$ cat src/rtl/intcode_io_hub.sv
// Memory-mapped I/O hub for the intcode CPU bus: per-channel input/output FIFOs,
// a status word and an interrupt-enable register, with bus stall on empty/full access.
module intcode_io_hub #(
  parameter int unsigned       DATA_W   = 32,
  parameter int unsigned       ADDR_W   = 32,
  parameter int unsigned       CHANNELS = 2,
  parameter int unsigned       DEPTH    = 8,
  parameter logic [ADDR_W-1:0] BASE     = ADDR_W'(32'hFFFF0000)
) (
  input  logic                         clock,
  input  logic                         reset,
  input  logic [ADDR_W-1:0]            bus_addr,
  input  logic [DATA_W-1:0]            bus_wdata,
  input  logic                         bus_we,
  input  logic                         bus_re,
  output logic [DATA_W-1:0]            bus_rdata,
  output logic                         bus_oe,
  output logic                         bus_stall,
  input  logic [CHANNELS-1:0]          in_valid,
  input  logic [CHANNELS*DATA_W-1:0]   in_data,
  output logic [CHANNELS-1:0]          in_ready,
  output logic [CHANNELS-1:0]          out_valid,
  output logic [CHANNELS*DATA_W-1:0]   out_data,
  input  logic [CHANNELS-1:0]          out_ready,
  output logic                         irq
);

  localparam int unsigned       PW   = $clog2(DEPTH);
  localparam int unsigned       CW   = PW + 1;
  localparam logic [ADDR_W-1:0] LAST = ADDR_W'(2 * CHANNELS + 1);

  logic [ADDR_W-1:0]               offset;
  logic                            in_window;
  logic [CHANNELS-1:0]             hit_in, hit_out;
  logic                            hit_status, hit_irq_en;
  logic                            rd, wr, illegal;
  logic [CHANNELS-1:0]             in_nonempty, out_full;
  logic [CHANNELS-1:0]             cpu_pop, cpu_push, host_push, host_pop;
  logic [CHANNELS-1:0][DATA_W-1:0] in_head;
  logic [CHANNELS-1:0]             irq_en_q;
  logic                            bus_err_q;
  logic [DATA_W-1:0]               status;

  assign offset    = bus_addr - BASE;
  assign in_window = (bus_addr >= BASE) && (offset <= LAST);

  always_comb begin
    hit_in  = '0;
    hit_out = '0;
    for (int c = 0; c < CHANNELS; c++) begin
      hit_in[c]  = in_window && (offset == ADDR_W'(2 * c));
      hit_out[c] = in_window && (offset == ADDR_W'(2 * c + 1));
    end
    hit_status = in_window && (offset == ADDR_W'(2 * CHANNELS));
    hit_irq_en = in_window && (offset == LAST);
  end

  // An access with both strobes high is illegal and performs neither side.
  assign rd      = bus_re & ~bus_we;
  assign wr      = bus_we & ~bus_re;
  assign illegal = in_window & ((bus_re & bus_we) | (bus_we & |hit_in) | (bus_re & |hit_out));

  assign cpu_pop   = {CHANNELS{rd}} & hit_in & in_nonempty;
  assign cpu_push  = {CHANNELS{wr}} & hit_out & ~out_full;
  assign host_push = in_valid & in_ready;
  assign host_pop  = out_valid & out_ready;

  assign bus_stall = (rd & |(hit_in & ~in_nonempty)) | (wr & |(hit_out & out_full));
  assign irq       = |(in_nonempty & irq_en_q);

  always_comb begin
    status                 = '0;
    status[CHANNELS-1:0]   = in_nonempty;
    status[8 +: CHANNELS]  = out_full;
    status[16]             = bus_err_q;
  end

  always_comb begin
    bus_rdata = '0;
    bus_oe    = 1'b0;
    for (int c = 0; c < CHANNELS; c++) begin
      if (hit_in[c]) begin
        bus_oe    = 1'b1;
        bus_rdata = in_head[c];
      end
    end
    if (hit_status) begin
      bus_oe    = 1'b1;
      bus_rdata = status;
    end
    if (hit_irq_en) begin
      bus_oe    = 1'b1;
      bus_rdata = DATA_W'(irq_en_q);
    end
  end

  always_ff @(posedge clock or posedge reset) begin
    if (reset) begin
      bus_err_q <= 1'b0;
      irq_en_q  <= '0;
    end else begin
      if (illegal) begin
        bus_err_q <= 1'b1;
      end else if (wr && hit_status && bus_wdata[16]) begin
        bus_err_q <= 1'b0;
      end
      if (wr && hit_irq_en) begin
        irq_en_q <= bus_wdata[CHANNELS-1:0];
      end
    end
  end

  for (genvar c = 0; c < CHANNELS; c++) begin : g_ch
    logic [DATA_W-1:0] in_mem  [DEPTH];
    logic [DATA_W-1:0] out_mem [DEPTH];
    logic [PW-1:0]     in_wr_q, in_rd_q, out_wr_q, out_rd_q;
    logic [CW-1:0]     in_cnt_q, out_cnt_q;

    always_ff @(posedge clock or posedge reset) begin
      if (reset) begin
        in_wr_q   <= '0;
        in_rd_q   <= '0;
        out_wr_q  <= '0;
        out_rd_q  <= '0;
        in_cnt_q  <= '0;
        out_cnt_q <= '0;
      end else begin
        if (host_push[c]) in_wr_q <= in_wr_q + 1'b1;
        if (cpu_pop[c])   in_rd_q <= in_rd_q + 1'b1;
        if (cpu_push[c])  out_wr_q <= out_wr_q + 1'b1;
        if (host_pop[c])  out_rd_q <= out_rd_q + 1'b1;
        in_cnt_q  <= in_cnt_q + CW'(host_push[c]) - CW'(cpu_pop[c]);
        out_cnt_q <= out_cnt_q + CW'(cpu_push[c]) - CW'(host_pop[c]);
      end
    end

    // Storage is not reset; heads are gated by occupancy instead.
    always_ff @(posedge clock) begin
      if (host_push[c]) in_mem[in_wr_q] <= in_data[c*DATA_W +: DATA_W];
      if (cpu_push[c])  out_mem[out_wr_q] <= bus_wdata;
    end

    assign in_nonempty[c] = (in_cnt_q != '0);
    assign in_ready[c]    = (in_cnt_q != CW'(DEPTH));
    assign out_valid[c]   = (out_cnt_q != '0);
    assign out_full[c]    = (out_cnt_q == CW'(DEPTH));
    assign in_head[c]     = in_nonempty[c] ? in_mem[in_rd_q] : '0;
    assign out_data[c*DATA_W +: DATA_W] = out_valid[c] ? out_mem[out_rd_q] : '0;
  end

endmodule

$ cat config.mk
export PLATFORM = sky130hd
export DESIGN_NAME = intcode_io_hub
export DESIGN_NICKNAME = d
export VERILOG_FILES = /design/src/rtl/intcode_io_hub.sv
export SDC_FILE = /design/constraint.sdc
export NUM_CORES = 1
export LEC_CHECK = 0
export BUFFER_PORTS_ARGS = -buffer_cell sky130_fd_sc_hd__buf_2
export CAP_MARGIN = 40
export CORE_MARGIN = 4
export CORE_UTILIZATION = 55
export CTS_CLUSTER_SIZE = 20
export DETAILED_ROUTE_END_ITERATION = 10
export PLACE_DENSITY = 0.74
export SYNTH_ARGS = -nofsm -noshare
export SYNTH_HDL_FRONTEND = slang
export SYNTH_SLANG_ARGS = --single-unit
$ cat constraint.sdc
create_clock -name clock -period 4.7 [get_ports clock]
set_input_delay 0.705 -clock clock [delete_from_list [all_inputs] [get_ports clock]]
set_output_delay 0.705 -clock clock [all_outputs]
set_load 0.03 [all_outputs]
==> impl_summary.log <==
INFO  metric outcome = finished clean
INFO  metric grt_max_degree = 39
INFO  metric floorplan.initialDensity = 55.8%
INFO  metric area_fraction_in_compound_gates_after_synthesis = 0.795%
INFO  metric io_buffer_count = 238
INFO  metric clock_tree.root_cell = clkbuf_16
INFO  metric via_per_inst = 6.13
INFO  metric synth_area = 41700 um^2
INFO  metric critPathSlowestCell = dfrtp_4
INFO  metric drt-pass1-iter-count = 6
INFO  metric tritoncts_buffer_count = 104
INFO  metric max_fo_critical_path = 25
INFO  metric worst_slew_margin_rel = 43.3%
INFO  metric clock_sinks = 1067
INFO  metric yosys_register_bits = 1067
INFO  metric clk_path_buf_depth = 3
INFO  metric synth_top_family_by_area = multiplexers
INFO  metric postCtsHoldBufs = 1
INFO  metric worst_hold_path_type = input port to register
INFO  metric critical-path-max-stage-delay = 0.71 ns
INFO  metric synth_adder_area_share = 1.15%
INFO  metric routedWlPerCell = 27.9 um
INFO  metric yosysTopAreaCell = edfxtp_1
INFO  metric dominantRegCellSynth = edfxtp_1
INFO  metric synth-simple-area-share = 2.65%
INFO  metric critPathMostFrequentCell = buf_4
INFO  metric number_of_setup_buffers_added_after_cts = 0
INFO  metric timing.critical_path.required = 3.99 ns
INFO  metric post-synth-top-area-fraction = 73.7%
INFO  metric crit_path_start_kind = register
INFO  metric finalHoldWorstSlack = 0.301 ns
INFO  metric cts_tree = built
INFO  metric setup_viol_count_final = 0
INFO  metric dp_hpwl = 57900 um
INFO  metric period_minus_slack = 4.10 ns
INFO  metric max_freq = 244 MHz
INFO  metric area_of_the_multi_input_gates = 9630 um^2
INFO  metric synth_commonest_cells = 1024 x edfxtp_1, 256 x mux4_2, 129 x mux2i_1, 120 x nor2_1, 50 x clkbuf_1
INFO  metric grt_pass1_vias = 21500
INFO  metric final_min_period_over_clock_period = 87.1%
INFO  metric floorplan.die.width = 283 um
INFO  metric routed_wl = 92500 um
INFO  metric floorplan.core_area = 74800 um^2
INFO  metric fin_tns_setup = 0 ns
INFO  metric cp.arrival = 3.39 ns
INFO  metric p_sw_share = 29.6%
INFO  metric synth_mux_area_share = 17.4%
INFO  metric globalRouteOverflowTotal = 0
INFO  metric criticalPathCategory = register to output pin
INFO  metric drt_first_iter_violations = 2059
INFO  metric pwr-share-clk = 31.1%
INFO  metric cts.htree.levels = 3
INFO  metric p_leak = 15.9 nW
INFO  metric final-hold-violation-count = 0
INFO  metric postSynth.asyncResetShare = 4.03%
INFO  metric fill_cells = 4859
INFO  metric rsz_0062_raised_after_global_routing = no
INFO  metric seq_power_share = 46.1%
INFO  metric worstPathBufferInverterCount = 3
INFO  metric area_delta_synth_final = 15.1%
INFO  metric ir_drop = 376 uV
INFO  metric die_y = 283 um
INFO  metric pwr-share-comb = 22.8%
INFO  metric final_antenna_net_count = 0
INFO  metric worstPathCellList = buf_4, buf_4, mux4_2, mux2i_1, o22a_1, nor2_1, buf_2
INFO  metric rows = 100
INFO  metric syn_nets = 2104
INFO  metric yosys-top-cells-area = edfxtp_1 74%, mux4_2 14%, mux2i_1 3.1%
INFO  metric post_synth_xor_xnor_area = 0.504%
INFO  metric grt_antenna_before_repair = 14
INFO  metric tightest_slew = 0.848 ns
INFO  metric route.vias.total = 20300
INFO  metric internal_power = 0.0180 W
INFO  metric net-switching-power = 0.00758 W
INFO  metric detailed_place.area = 44700 um^2
INFO  metric syn-instance-count = 1932
INFO  metric gpl.final_weighted_congestion = 0.849
INFO  metric setup_crit_end_kind = output pin
INFO  metric synthesis.area_per_instance = 21.6 um^2
INFO  metric skew = 0.0357 ns
INFO  metric drcViolationCount = 0
INFO  metric ctsResizeCount = 0
INFO  metric fin_nets = 2421
INFO  metric powerDensity = 533 nW/um^2
INFO  metric drive_above_1_share = 32.9%
INFO  metric grt_usage = 23.2%
INFO  metric critical_path.top_delay_family = buffers and inverters
INFO  metric stdcell_area = 48000 um^2
INFO  metric max_cap_viol_count = 0
INFO  metric synth_edf_count = 1024
INFO  metric ios = 239
INFO  metric synth-warning-count = 0
INFO  metric drv_slew = 0
INFO  metric most_numerous_cell_in_the_yosys_netlist = edfxtp_1
INFO  metric floorplan.die_area = 80300 um^2
INFO  metric cts.clk_slew.worst_paths = 0.06 ns
INFO  metric clock_latency_on_the_worst_skew_pair = 0.67 ns
INFO  metric grt_pass1_wl = 139000 um
INFO  metric synth_sequential_area_ratio = 76.3%
INFO  metric storage_element_area = 31900 um^2
INFO  metric library_cells_used_by_synthesis = 49
## worst reg2reg max path: stages (launching register included)
cell     delay (ns)
dfrtp_1        0.36
inv_1          0.10
ha_1           0.19
nor3b_2        0.64
nor2_1         0.23
and3_1         0.33
ha_1           0.31
inv_1          0.04
ha_1           0.20
fa_1           0.39
xor2_1         0.17
## cell usage in the layout, fill, tap and decap left out, types with 7 or more instances in the layout
cell type	count
xnor2_1	8
buf_2	238
ha_1	32
clkinv_2	16
o22a_1	7
nand2b_1	14
nor2_4	24
buf_4	50
and2_1	20
nand4_1	7
dfrtp_1	31
xor2_1	16
buf_12	14
nand2_1	27
mux2i_1	129
inv_1	28
mux4_2	256
a21oi_1	7
nor2_1	96
mux2_2	17
clkbuf_16	105
nand3_1	8
dfrtp_2	8
clkbuf_1	23
clkinv_1	30
o22ai_1	13
edfxtp_1	1024
## power by group through the flow
stage | logic [W] | registers [W] | clock network (W)
3_3_place_gp | 0.00557 | 0.0121 | 0
4_1_cts | 0.00595 | 0.0118 | 0.00807
6_report | 0.00585 | 0.0118 | 0.00795
5_1_grt | 0.00623 | 0.0119 | 0.00852
2_1_floorplan | 0.00413 | 0.0116 | 0
3_5_place_dp | 0.00589 | 0.0120 | 0
## logic make-up (layout without fill, tap and decap cells)
logic type	Yosys count	in the layout
flip-flops	1067	1067
XOR/XNOR	24	24
AO/OA/AOI/OAI	48	48
multiplexers	403	403
other	0	6
adder cells (fa/ha/maj)	36	36
AND/OR/NAND/NOR	230	230
buffers and inverters	124	528
## worst paths after layout
path                       slack, ns               endpoint                 from  depth (start not counted)
setup / recovery                0.60          bus_rdata[12]   g_ch[0].in_rd_q[0]                          7
hold / removal                  0.30  g_ch[1].in_mem[0][20]          in_data[52]                          1
min in group asynchronous       0.50     g_ch[1].in_wr_q[1]                reset                          3
setup reg to reg                1.63    g_ch[0].in_cnt_q[2]  g_ch[0].in_cnt_q[2]                         10
max in group asynchronous       3.68     g_ch[0].in_rd_q[0]                reset                          4
hold reg to reg                 0.50    g_ch[0].out_wr_q[2]  g_ch[0].out_wr_q[2]                          1
## cell type report
cell class,count,area share (%)
flip-flops and latches,1067,66.3
multi-input cells,741,20.1
clock buffers,131,5.74
repair buffers,306,4.00
well taps,969,2.52
clock inverters,62,1.10
inverters,29,0.227
diodes,6,0.0313
## per-layer routing
metal / track usage [%] / up-vias / share of wire (%)
li1: - / 8595 / -
met1: 29.9 / 10700 / 37
met2: 39.4 / 836 / 52
met3: 4.16 / 187 / 7.0
met4: 9.63 / 12 / 4.4
met5: 0 / - / 0.081
## sequential cells by signal, indices dropped and copies added, names as in the netlist, 6 cells and up
name and cells:
g_ch.out_wr_q 6, g_ch.out_mem 512, g_ch.out_cnt_q 8, g_ch.in_mem 512
g_ch.in_rd_q 6, g_ch.in_wr_q 6, g_ch.out_rd_q 6, g_ch.in_cnt_q 8
## stage by stage
| stage | total power (W) | utilization (%) | worst slack, ns | instances |
|---|---|---|---|---|
| 2_1_floorplan | 0.0158 | - | 0.739 | 1932 |
| 3_3_place_gp | 0.0177 | 59.6 | 0.756 | 3104 |
| 3_5_place_dp | 0.0179 | 59.8 | 0.691 | 3111 |
| 4_1_cts | 0.0259 | 64.2 | 0.492 | 3305 |
| 5_1_grt | 0.0267 | 64.2 | 0.354 | 3307 |
| 6_report | 0.0256 | 64.2 | 0.604 | 3311 |
Power figures use the tool's default switching activity.
